`config.mk`:
```
export PLATFORM = sky130hd
export DESIGN_NAME = early_debounce_fsm
export DESIGN_NICKNAME = d
export VERILOG_FILES = /design/src/rtl/debounce_pkg.sv /design/src/rtl/sync_ff.sv /design/src/rtl/early_debounce_fsm.sv
export SDC_FILE = /design/constraint.sdc
export NUM_CORES = 1
export LEC_CHECK = 0
export BUFFER_PORTS_ARGS = -buffer_cell sky130_fd_sc_hd__buf_2
export CAP_MARGIN = 25
export CORE_AREA = 2 2 39 41
export DETAILED_ROUTE_END_ITERATION = 12
export DIE_AREA = 0 0 41 43
export SYNTH_ARGS = -nofsm -noshare
export SYNTH_HDL_FRONTEND = slang
export SYNTH_HIERARCHICAL = 1
export SYNTH_SLANG_ARGS = --single-unit
```
`constraint.sdc`:
```
create_clock -name clk -period 2 [get_ports clk]
set_input_delay 0.3 -clock clk [delete_from_list [all_inputs] [get_ports clk]]
set_output_delay 0.3 -clock clk [all_outputs]
set_load 0.03 [all_outputs]
```
`src/rtl/debounce_pkg.sv`:
```
// rtl/debounce_pkg.sv - shared state encoding and defaults for the early-response debouncer
package debounce_pkg;

    // ZERO/ONE are the settled levels, WAIT1/WAIT0 the blanking windows after an edge
    typedef enum logic [1:0] {
        ZERO  = 2'd0,
        WAIT1 = 2'd1,
        ONE   = 2'd2,
        WAIT0 = 2'd3
    } state_t;

    localparam int N_WAIT_DEF      = 3;
    localparam int SYNC_STAGES_DEF = 2;

endpackage

```
`src/rtl/sync_ff.sv`:
```
// rtl/sync_ff.sv - multi-flop level synchronizer, cleared to 0 on reset
module sync_ff #(
    parameter int STAGES = 2
) (
    input  logic clk,
    input  logic reset,
    input  logic d,
    output logic q
);

    logic [STAGES-1:0] chain;

    // Shift the asynchronous level through the chain; only the last flop is used downstream
    always_ff @(posedge clk or posedge reset) begin
        if (reset) begin
            chain <= '0;
        end else begin
            chain <= {chain[STAGES-2:0], d};
        end
    end

    assign q = chain[STAGES-1];

endmodule

```
`src/rtl/early_debounce_fsm.sv`:
```
// rtl/early_debounce_fsm.sv - early-response switch debouncer with tick-timed blanking window
module early_debounce_fsm
    import debounce_pkg::*;
#(
    parameter int N_WAIT      = N_WAIT_DEF,
    parameter int SYNC_STAGES = SYNC_STAGES_DEF
) (
    input  logic clk,
    input  logic reset,
    input  logic tick,
    input  logic sw,
    output logic db,
    output logic rise,
    output logic fall,
    output logic busy
);

    localparam int            CW   = $clog2(N_WAIT + 1);
    localparam logic [CW-1:0] LAST = CW'(N_WAIT - 1);

    logic          sw_s;
    state_t        state;
    logic [CW-1:0] cnt;

    sync_ff #(
        .STAGES (SYNC_STAGES)
    ) u_sync (
        .clk   (clk),
        .reset (reset),
        .d     (sw),
        .q     (sw_s)
    );

    // State, window counter and all outputs move together so every output is a flop.
    // db changes on entry to a window (early response), and the window then blanks sw_s
    // until N_WAIT ticks have been counted. A tick coinciding with window entry is dropped
    // because the counter is being cleared in that same cycle.
    always_ff @(posedge clk or posedge reset) begin
        if (reset) begin
            state <= ZERO;
            cnt   <= '0;
            db    <= 1'b0;
            rise  <= 1'b0;
            fall  <= 1'b0;
            busy  <= 1'b0;
        end else begin
            rise <= 1'b0;
            fall <= 1'b0;
            case (state)
                ZERO: begin
                    if (sw_s) begin
                        state <= WAIT1;
                        cnt   <= '0;
                        db    <= 1'b1;
                        rise  <= 1'b1;
                        busy  <= 1'b1;
                    end
                end
                WAIT1: begin
                    if (tick) begin
                        if (cnt == LAST) begin
                            state <= ONE;
                            cnt   <= '0;
                            busy  <= 1'b0;
                        end else begin
                            cnt <= cnt + CW'(1);
                        end
                    end
                end
                ONE: begin
                    if (!sw_s) begin
                        state <= WAIT0;
                        cnt   <= '0;
                        db    <= 1'b0;
                        fall  <= 1'b1;
                        busy  <= 1'b1;
                    end
                end
                WAIT0: begin
                    if (tick) begin
                        if (cnt == LAST) begin
                            state <= ZERO;
                            cnt   <= '0;
                            busy  <= 1'b0;
                        end else begin
                            cnt <= cnt + CW'(1);
                        end
                    end
                end
                default: begin
                    state <= ZERO;
                    cnt   <= '0;
                    db    <= 1'b0;
                    busy  <= 1'b0;
                end
            endcase
        end
    end

endmodule

```
* Word-level counts from Yosys, hierarchy flattened
Index checks and enable logic that the tools add are counted.
Word-level totals: bits in registers 10, input port bits 4, word-level logic and storage cells 50
Operators by class: add/subtract/negate cells 1, equal/unequal tests 12, muxes and demuxes 23, reductions and logical operators 7
Operator list (number):
- $mux W2 | 10
- $ne A2 B2 Y1 const B | 5
- $mux W1 | 9
- $pmux W2 S4 | 1
- $eq A2 B2 Y1 const B | 3
- $ne A2 B1 Y1 const B | 3
- $pmux W2 S3 | 1
- $reduce_and A3 Y1 | 2
- $reduce_and A6 Y1 | 1
- $reduce_and A4 Y1 | 1
- $pmux W1 S3 | 1
- $add A2 B1 Y2 const B | 1
- $eq A2 B1 Y1 const B | 1
- $logic_not A2 Y1 | 1
- $pmux W1 S2 | 1
- $reduce_bool A2 Y1 | 1
- $reduce_or A2 Y1 | 1

* Logic depth before layout (Yosys ltp)
Gate-level depths: netlist of the first run.
word-level depth 4, depth in mapped cells 5, depth with buffers taken out 5

* By module
Netlist of the first run, hierarchy kept.
Modules (own cells, without submodules):
- early_debounce_fsm | times used 1, cells each 34, area an instance 412.9 µm², seq. area each 200.2 µm²
- sync_ff | times used 1, cells each 3, area an instance 53.8 µm², seq. area each 50.0 µm²

* Least setup slack after synthesis of the first run
OpenSTA, ideal clock, no wires.
path type flip-flop to flip-flop, from register state[0], to register state[1], arrival 1.322 ns, required time 1.875 ns, path slack 0.553 ns, stages on the path, launching flop included 6, period minus slack after synthesis 1.447 ns, cell sequence dfrtp_1 > inv_1 > ha_1 > mux2i_2 > o211ai_2 > mux2_4
Between the ends: longest elaborated chain between the ends 3, elaborated cells on any way between the ends 12, classes of those cells eq/ne: 9; mux: 1; reduce/logical: 2
Ends and longest elaborated chain:
- start: declaration | RTL line early_debounce_fsm.sv:22 | state_t state;
- start signal: assignment | RTL line early_debounce_fsm.sv:40 | state <= ZERO;
- start signal: assignment | RTL line early_debounce_fsm.sv:52 | state <= WAIT1;
- start signal: assignment | RTL line early_debounce_fsm.sv:62 | state <= ONE;
- $eq A2 B1 Y1 (tied with other cells) | RTL line early_debounce_fsm.sv:49 | case (state)
- $ne A2 B2 Y1 (no line) / $ne A2 B1 Y1 (equally long branches)
- $reduce_and A6 Y1 (no line)
Several ways; a longest one is shown, not always the timed one. A chain may end at the register's enable or synchronous reset.

* Final worst setup path of the first run
from register state[1], to register state[1]
The elaborated chain is that of the path after synthesis.

==> metrics.txt, run 1 <==
run status=completed; Fin Clk Skew=0.678 ps; Sw Ratio=37.2%; final hold viol count=0; Worst path max stage delay=410 ps; antenna violations before repair=0; RePlAce Congestion=0.627; Synth warnings=6; area occupied by multi-input gates=198 um2; Clock Tree Root=clkbuf_4; Final nets=58; PD cells=1620 mW/mm2; PortBufs=7; WP data required=2140 ps; Power Internal=0.579 mW; # IOs=8; total grt overflow=0; Max Cap Viol=0; area share of fa/ha/maj cells after synthesis=10.7%; Worst-Skew Late Latency=260 ps; Worst Setup SP=state[1]; Hold Buf Count CTS=1; sequential element share of the synthesized area=53.6%; syn avg cell area=12.6 um2; clk sinks=10; maximum VDD drop=0.603 mV; fillers=134; via/cell ratio=4.43; first-pass GRT wire length=1.25 mm; GR Util All Layers=11.3%; min cycle time layout=1590 ps; Starting Density=33.7%; WP data arrival=1740 ps; Yosys cell types=17; largest net degree at the start of global routing=9; Max-slew headroom=79.9%; CP max-delay cell=dfrtp_1; setup tns final=0 ps; fraction of layout instances using a drive strength above 1=30.6%; CTS tree=done; via count=288; leak pwr=0.305 nW; initial drt markers=1; Max Buffers Root-to-Sink=2; final max-slew violation count=0; Resized cells post-CTS=0; std cell rows=14; Post-CTS Repair Setup Buffers=0; core area=0.00138 mm2; worst-path cell chain=inv_1, ha_1, mux2i_2, o211ai_2, mux2_4; Sequential Power Share=34.5%; Worst Reg2Reg Path Length in Cells=5; CTS H-tree depth=1; unrepaired setup endpoints after global routing=no; Post-Syn Area=467 um2; crit share post-route=79.7%; largest family of logic cells by synthesized area=simple AND/OR/NAND/NOR gates; Worst Hold Endpoint=u_sync/chain[0]; Worst-path clk slew=60 ps; Area Overhead vs Synth=21.7%; TritonCTS buffer count=3; worst-margin pin slew=302 ps; number of global-route vias before repair=308; combinational power share=46.7%; Min-Delay Path Class=primary input to flip-flop; worst r2r dst=state[1]; R2R setup slack=410 ps; n_diodes=0; Max FO, Critical Path=4; RR Startpoint=state[1]; full die area=0.00176 mm2; residual DRC count=0; register area=250 um2; Tot Pwr=0.922 mW; Chip Width=41 um; post-synthesis simple-gate area fraction=10.7%; mux share of post-synthesis cell area=10.7%; synthesized flop and latch total=10; HP Start=sw; worst hold stages=1; Final Setup Violations=0; highest clock rate=627 MHz; CP startpoint kind=flip-flop; Net Sw Power=0.344 mW; XOR/XNOR Fraction of Synth Area=0%; Die H=43 um; WHS=145 ps; final WL=707 um; compound-cell area share of the yosys netlist=10.2%; hpwl dp=558 um; Crit Path Class=flip-flop to flip-flop; drt pass-1 iters=2; Post-DRT Antenna Nets=0; Post-Syn Instances=37; power share of the clock group=18.8%; Synthesized Nets=45; CP Capture Type=flip-flop; drt wl/cell=10.9 um
==> cells in the final DEF, fill, tap and decap left out <==
cell	n
a22o_1	2
and2_1	1
and2b_1	1
and4bb_1	1
buf_2	7
clkbuf_4	3
clkbuf_8	1
dfrtp_1	10
dlygate4sd3_1	1
ha_1	4
inv_1	5
mux2_2	1
mux2_4	1
mux2i_1	1
mux2i_2	1
nand2_1	1
nor2_1	2
nor2b_1	2
o211ai_2	1
o21ai_0	2
o21bai_1	1
==> state kept, by name, summed over array words and instances, names as in the netlist <==
name	count
busy	1
cnt	2
db	1
fall	1
rise	1
state	2
u_sync/chain	2
==> worst max-delay path, delay by kind of cell, from the launching register on <==
kind / cells / cell delay [ps]
buffers and inverters: 1 / 90
multiplexers: 2 / 580
AO/OA/AOI/OAI: 1 / 180
adder cells (fa/ha/maj): 1 / 230
flip-flops: 1 / 410
==> stage by stage <==
step / instances / util (%) / cell area [um2] / setup slack (ps)
after floorplan: 37 / - / 467 / 553
after global placement: 60 / 37.7 / 522 / 427
after detailed placement: 60 / 37.7 / 522 / 398
after CTS: 65 / 41.0 / 568 / 384
after global routing: 65 / 41.0 / 568 / 326
final: 65 / 41.0 / 568 / 405
==> worst max-delay path by stage <==
stage	to	cells past startpoint
after floorplan	state[1]	5
after global placement	state[1]	5
after detailed placement	state[1]	5
after CTS	state[1]	5
after global routing	state[1]	5
final	state[1]	5
==> kinds of logic (layout without fill, tap and decap cells) <==
kind of cell,count (synthesis),count (layout)
fa+ha+maj,4,4
buf+inv,5,17
simple gates,8,8
compound gates,6,6
mux,4,4
flops,10,10
==> per-layer routing <==
metal	vias to the layer above	GRT usage [%]	routed length, um
met2	7	17.8	382
li1	147	-	-
met5	-	0	0
met1	134	11.0	290
met3	0	9.42	35
met4	0	2.00	0
==> cell type report <==
cell class	instances	share of cell area, %
inverters	5	3.30
clock buffers	4	6.39
well taps	16	3.52
flip-flops and latches	10	44.1
multi-input cells	22	34.8
repair buffers	8	7.93
==> power by group through the flow <==
| stage | registers [mW] | logic [mW] | clock network [mW] |
|---|---|---|---|
| 2_1_floorplan | 0.374 | 0.289 | 0 |
| 3_3_place_gp | 0.321 | 0.424 | 0 |
| 3_5_place_dp | 0.324 | 0.432 | 0 |
| 4_1_cts | 0.320 | 0.436 | 0.183 |
| 5_1_grt | 0.330 | 0.484 | 0.197 |
| 6_report | 0.318 | 0.431 | 0.173 |
==> Yosys cell counts <==
master	instances	area, um2
and2b_1	1	7.51
o21ai_0	2	10.0
nor2b_1	2	12.5
mux2_2	1	11.3
ha_1	4	50.1
nor2_1	2	7.51
and4bb_1	1	12.5
mux2i_1	1	10.0
and2_1	1	6.26
o211ai_2	1	12.5
mux2i_2	1	13.8
inv_1	5	18.8
a22o_1	2	17.5
o21bai_1	1	7.51
dfrtp_1	10	250
nand2_1	1	3.75
mux2_4	1	15.0
Note: power is estimated with default switching activity, not from simulation.
==> run 2: changes to the inputs <==
==> constraint.sdc (replaced) <==
create_clock -name clk -period 1.4 [get_ports clk]
set_input_delay 0.21 -clock clk [delete_from_list [all_inputs] [get_ports clk]]
set_output_delay 0.21 -clock clk [all_outputs]
set_load 0.03 [all_outputs]
==> run 2 against run 1 <==
The flow now finishes with violations (negative setup slack). Clock power increased by 47%. Non-clock buffer count is 4 higher. Combinational power up 100%. Final area grew 16%. Fmax is 9.5% higher. Highest routed layer unchanged.
==> metrics.txt, run 2 (synthesized netlist as in run 1, its figures left out) <==
RR Startpoint=state[0] (was state[1]); drt wl/cell=11.4 um (was 10.9 um); crit share post-route=104% (was 79.7%); Post-DRT Antenna Nets=0 (unchanged); CP Capture Type=flip-flop (unchanged); initial drt markers=0 (was 1); Final WS setup=-56.2 ps (was 405 ps); setup tns final=-56.6 ps (was 0 ps); CTS tree=done (unchanged); first-pass GRT wire length=1.24 mm (was 1.25 mm); PortBufs=7 (unchanged); antenna violations before repair=0 (unchanged); leak pwr=0.323 nW (was 0.305 nW); R2R setup slack=-60 ps (was 410 ps); Largest regs=cnt x2, state x2, u_sync/chain x2 (unchanged); Worst Reg2Reg Path Length in Cells=4 (was 5); total grt overflow=0 (unchanged); final hold viol count=0 (unchanged); run status=finished, violations left (was completed); std cell rows=14 (unchanged); core area=0.00138 mm2 (unchanged); full die area=0.00176 mm2 (unchanged); setup slack at placement=-118 ps (was 398 ps); WP data arrival=1610 ps (was 1740 ps); Final Setup Violations=2 (was 0); min cycle time layout=1460 ps (was 1590 ps); met2 GRT Util=14.4% (was 17.8%); hpwl dp=550 um (was 558 um); maximum VDD drop=1.15 mV (was 0.603 mV); worst hold stages=1 (unchanged); Max Cap Viol=0 (unchanged); M3 GR Usage=1.57% (was 9.42%); clk sinks=10 (unchanged); Die H=43 um (unchanged); Max-slew headroom=79.4% (was 79.9%); Worst-Skew Late Latency=260 ps (about the same); final max-slew violation count=0 (unchanged); highest clock rate=687 MHz (was 627 MHz); CP startpoint kind=flip-flop (unchanged); Max FO, Critical Path=3 (was 4); Worst path max stage delay=440 ps (was 410 ps); TritonCTS buffer count=3 (unchanged); Starting Density=33.7% (unchanged); CP bufs+invs=0 (was 1); worst r2r dst=state[1] (unchanged); Max Buffers Root-to-Sink=2 (unchanged); final WL=786 um (was 707 um); Post-CTS Repair Setup Buffers=0 (unchanged); drt pass-1 iters=1 (was 2); most common cell after layout, fill and taps aside=dfrtp_1 (unchanged); HP Start=sw (unchanged); family with the most delay on the worst path=flip-flops (was multiplexers); Chip Width=41 um (unchanged); RePlAce Congestion=0.743 (was 0.627); violated checks=negative setup slack; via count=304 (was 288); residual DRC count=0 (unchanged); CTS H-tree depth=1 (unchanged); WHS=51.4 ps (was 145 ps); # IOs=8 (unchanged); number of global-route vias before repair=295 (was 308); unrepaired setup endpoints after global routing=yes (was no); PD cells=2440 mW/mm2 (was 1620 mW/mm2); GR Util All Layers=10.9% (was 11.3%); Final nets=62 (was 58); met1 Use GR=14.7% (was 11.0%); Clock Tree Root=clkbuf_4 (unchanged); most frequent cells in the layout=dfrtp_1 (8), buf_2 (7), buf_4 (4) (was dfrtp_1 (10), buf_2 (7), inv_1 (5), ha_1 (4), clkbuf_4 (3)); worst-margin pin slew=309 ps (was 302 ps); Min-Delay Path Class=primary input to flip-flop (unchanged); WP data required=1550 ps (was 2140 ps); largest net degree at the start of global routing=9 (unchanged); Worst Hold Endpoint=u_sync/chain[0] (unchanged); Area Overhead vs Synth=40.8% (was 21.7%); Crit Path Class=flip-flop to flip-flop (unchanged); Fin Clk Skew=4.13 ps (was 0.678 ps); worst-path cell chain=ha_2, o21bai_1, o211ai_2, mux2_4 (was inv_1, ha_1, mux2i_2, o211ai_2, mux2_4); GR peak layer=met1 (was met2); n_diodes=0 (unchanged); via/cell ratio=4.41 (was 4.43); CP max-delay cell=dfrtp_2 (was dfrtp_1); Worst-path clk slew=70 ps (was 60 ps); fraction of layout instances using a drive strength above 1=52.8% (was 30.6%)
## run 2: cell count changes in the layout (fill, tap and decap cells not counted), sizes merged
cell	delta
buf	+4
## run 2: timing repair
item,in CTS,in global routing
resized for setup,4,7
hold buffers,1,0
setup endpoints to repair,5,5
endpoints found under the hold margin,10,0
pin swaps,2,4
## run 2: where the power goes
part           switching, mW  internal (mW)
clock                 0.0970          0.158
sequential            0.0837          0.395
combinational          0.421          0.451
## run 2: worst max-delay path by stage
stage / start / to / slack, ps / depth (start not counted)
after global placement: state[0] / state[1] / -110 / 5
after detailed placement: state[1] / state[1] / -120 / 5
after global routing: state[1] / state[1] / -100 / 4
after CTS: state[1] / state[1] / -60 / 5
after floorplan: state[1] / state[1] / -10 / 5
final: state[0] / state[1] / -60 / 4
## run 2: layout make-up
type | instances | area (um2)
Fill cell | 132 | 727
Clock buffer | 4 | 36.3
Inverter | 5 | 18.8
Tap cell | 16 | 20.0
Sequential cell | 10 | 253
Multi-Input combinational cell | 22 | 254
Timing Repair Buffer | 12 | 75.1
## run 2: per-stage QoR
step           power [mW]  cell area, um2  std cells  util [%]
6_report             1.61             657         69      47.5
5_1_grt              1.72             657         69      47.5
4_1_cts              1.50             617         69      44.6
3_5_place_dp         1.19             557         64      40.2
3_3_place_gp         1.18             557         64      40.2
2_1_floorplan       0.960             472         37         -
## run 2: layer usage
layer  vias up  wire [um]
met4         0          0
met5         -          0
met3         0         22
met2         5        372
met1       142        392
li1        157          -
==> run 3: changes to the inputs <==
--- a/config.mk
+++ b/config.mk
@@ -10,6 +10,7 @@
 export CORE_AREA = 2 2 39 41
 export DETAILED_ROUTE_END_ITERATION = 12
 export DIE_AREA = 0 0 41 43
+export SLEW_MARGIN = 10
 export SYNTH_ARGS = -nofsm -noshare
 export SYNTH_HDL_FRONTEND = slang
 export SYNTH_HIERARCHICAL = 1
==> constraint.sdc (replaced) <==
create_clock -name clk -period 1.8 [get_ports clk]
set_input_delay 0.27 -clock clk [delete_from_list [all_inputs] [get_ports clk]]
set_output_delay 0.27 -clock clk [all_outputs]
set_load 0.03 [all_outputs]
==> run 3 against run 2 <==
The flow now finishes without violations. Non-clock buffer count shrank 4. Combinational power shrank 45%. Final cell count shrank 5.8%. Die area is the same. Clock skew shrank 1.3 ps. First-iteration DRC count grew 6. Core utilization shrank 6.4 points. Sequential cell count is the same. Critical path type unchanged. Highest routed layer unchanged.
==> metrics.txt, run 3 (synthesized netlist as in run 1, its figures left out) <==
final max-slew violation count=0 (unchanged); Fin Clk Skew=2.81 ps (was 4.13 ps); Die H=43 um (unchanged); Sequential Power Share=34.2% (was 29.8%); n_diodes=0 (unchanged); initial drt markers=6 (was 0); CP startpoint kind=flip-flop (unchanged); Area Overhead vs Synth=21.7% (was 40.8%); Worst-Skew Late Latency=260 ps (about the same); Largest regs=cnt x2, state x2, u_sync/chain x2 (unchanged); worst-path cell chain=inv_1, ha_1, mux2i_2, o211ai_2, mux2_4 (was ha_2, o21bai_1, o211ai_2, mux2_4); PortBufs=7 (unchanged); CP bufs+invs=1 (was 0); Clock Tree Root=clkbuf_4 (unchanged); maximum VDD drop=0.744 mV (was 1.15 mV); Starting Density=33.7% (unchanged); hpwl dp=519 um (was 550 um); antenna violations before repair=0 (unchanged); unrepaired setup endpoints after global routing=no (was yes); Net Sw Power=0.380 mW (was 0.601 mW); # IOs=8 (unchanged); Max Buffers Root-to-Sink=2 (unchanged); Crit Path Class=flip-flop to flip-flop (unchanged); Resized cells post-CTS=0 (was 4); Min-Delay Path Class=primary input to flip-flop (unchanged); most common cell after layout, fill and taps aside=dfrtp_1 (unchanged); highest clock rate=634 MHz (was 687 MHz); CP Capture Type=flip-flop (unchanged); combinational power share=46.8% (was 54.3%); total grt overflow=0 (unchanged); final WL=663 um (was 786 um); largest net degree at the start of global routing=9 (unchanged); Power Internal=0.644 mW (was 1.00 mW); clk sinks=10 (unchanged); GR Util All Layers=10.9% (about the same); worst-margin pin slew=312 ps (was 309 ps); CTS H-tree depth=1 (unchanged); via/cell ratio=4.34 (was 4.41); Hold Buf Count CTS=1 (unchanged); placed instance count=60 (was 64); Non-Filler Instances=65 (was 69); TritonCTS buffer count=3 (unchanged); run status=completed (was finished, violations left); Max Cap Viol=0 (unchanged); residual DRC count=0 (unchanged); via count=282 (was 304); fraction of layout instances using a drive strength above 1=30.6% (was 52.8%); final hold viol count=0 (unchanged); Final Setup Violations=0 (was 2); PD cells=1800 mW/mm2 (was 2440 mW/mm2); power share of the clock group=19.1% (was 15.9%); Sw Ratio=37.1% (was 37.5%); Post-DRT Antenna Nets=0 (unchanged); CTS tree=done (unchanged); WP data arrival=1720 ps (was 1610 ps); std cell rows=14 (unchanged); Final nets=58 (was 62); crit share post-route=87.6% (was 104%); number of global-route vias before repair=287 (was 295); Worst-path clk slew=60 ps (was 70 ps); CP max-delay cell=dfrtp_1 (was dfrtp_2); full die area=0.00176 mm2 (unchanged); first-pass GRT wire length=1.19 mm (was 1.24 mm); Chip Width=41 um (unchanged); final design utilization=41.0% (was 47.5%); most frequent cells in the layout=dfrtp_1 (10), buf_2 (7), inv_1 (5), ha_1 (4), clkbuf_4 (3) (was dfrtp_1 (8), buf_2 (7), buf_4 (4)); drt wl/cell=10.2 um (was 11.4 um); min cycle time layout=1580 ps (was 1460 ps); setup tns final=0 ps (was -56.6 ps); Max FO, Critical Path=4 (was 3); drt pass-1 iters=4 (was 1); leak pwr=0.305 nW (was 0.323 nW); core area=0.00138 mm2 (unchanged); Post-CTS Repair Setup Buffers=0 (unchanged); RePlAce Congestion=0.619 (was 0.743); Worst path max stage delay=370 ps (was 440 ps); Max-slew headroom=79.2% (was 79.4%); WP data required=1950 ps (was 1550 ps); family with the most delay on the worst path=multiplexers (was flip-flops)
==> run 3: per-stage QoR <==
stage	total power, mW	hold WS [ps]	setup slack (ps)	instance area, um2
after floorplan	0.737	11.2	353	467
after detailed placement	0.837	134	218	522
after global placement	0.832	131	235	522
final	1.02	114	223	568
after global routing	1.12	94.4	118	568
after CTS	1.04	101	201	568
==> run 3: power by group through the flow <==
stage          Clock [mW]  Sequential [mW]  Combinational, mW
2_1_floorplan           0            0.416              0.321
3_3_place_gp            0            0.354              0.478
3_5_place_dp            0            0.354              0.483
4_1_cts             0.204            0.350              0.487
5_1_grt             0.216            0.363              0.545
6_report            0.195            0.350              0.479
==> run 3: final cells by class <==
class                      count  area, um2
clock buffer                   4       36.3
fill                         136        816
inverter                       5       18.8
multi-input combinational     22        198
sequential                    10        250
tap                           16       20.0
timing repair buffer           8       45.0
==> run 3: worst paths after layout <==
kind	from	end	slack [ps]	cells past startpoint
hold / removal	sw	u_sync/chain[0]	110	1
setup / recovery	state[0]	state[1]	220	5
setup reg to reg	state[0]	state[1]	220	5
max in group asynchronous	reset	state[0]	1040	3
hold reg to reg	u_sync/chain[0]	u_sync/chain[1]	350	0
min in group asynchronous	reset	u_sync/chain[1]	420	3
==> run 3: worst reg2reg max path: cells and delay by family, from the launching register on <==
family,cells,cell delay (ps)
AO/OA/AOI/OAI,1,190
adder cells (fa/ha/maj),1,250
buffers and inverters,1,80
flip-flops,1,370
multiplexers,2,580
==> run 3: routing by layer <==
metal  global-route usage, %  wire [um]  vias up
met4                    2.00          0        0
met5                       0          0        -
met1                    11.7        311      128
met2                    15.9        311        7
met3                    9.42         40        0
li1                        -          -      147
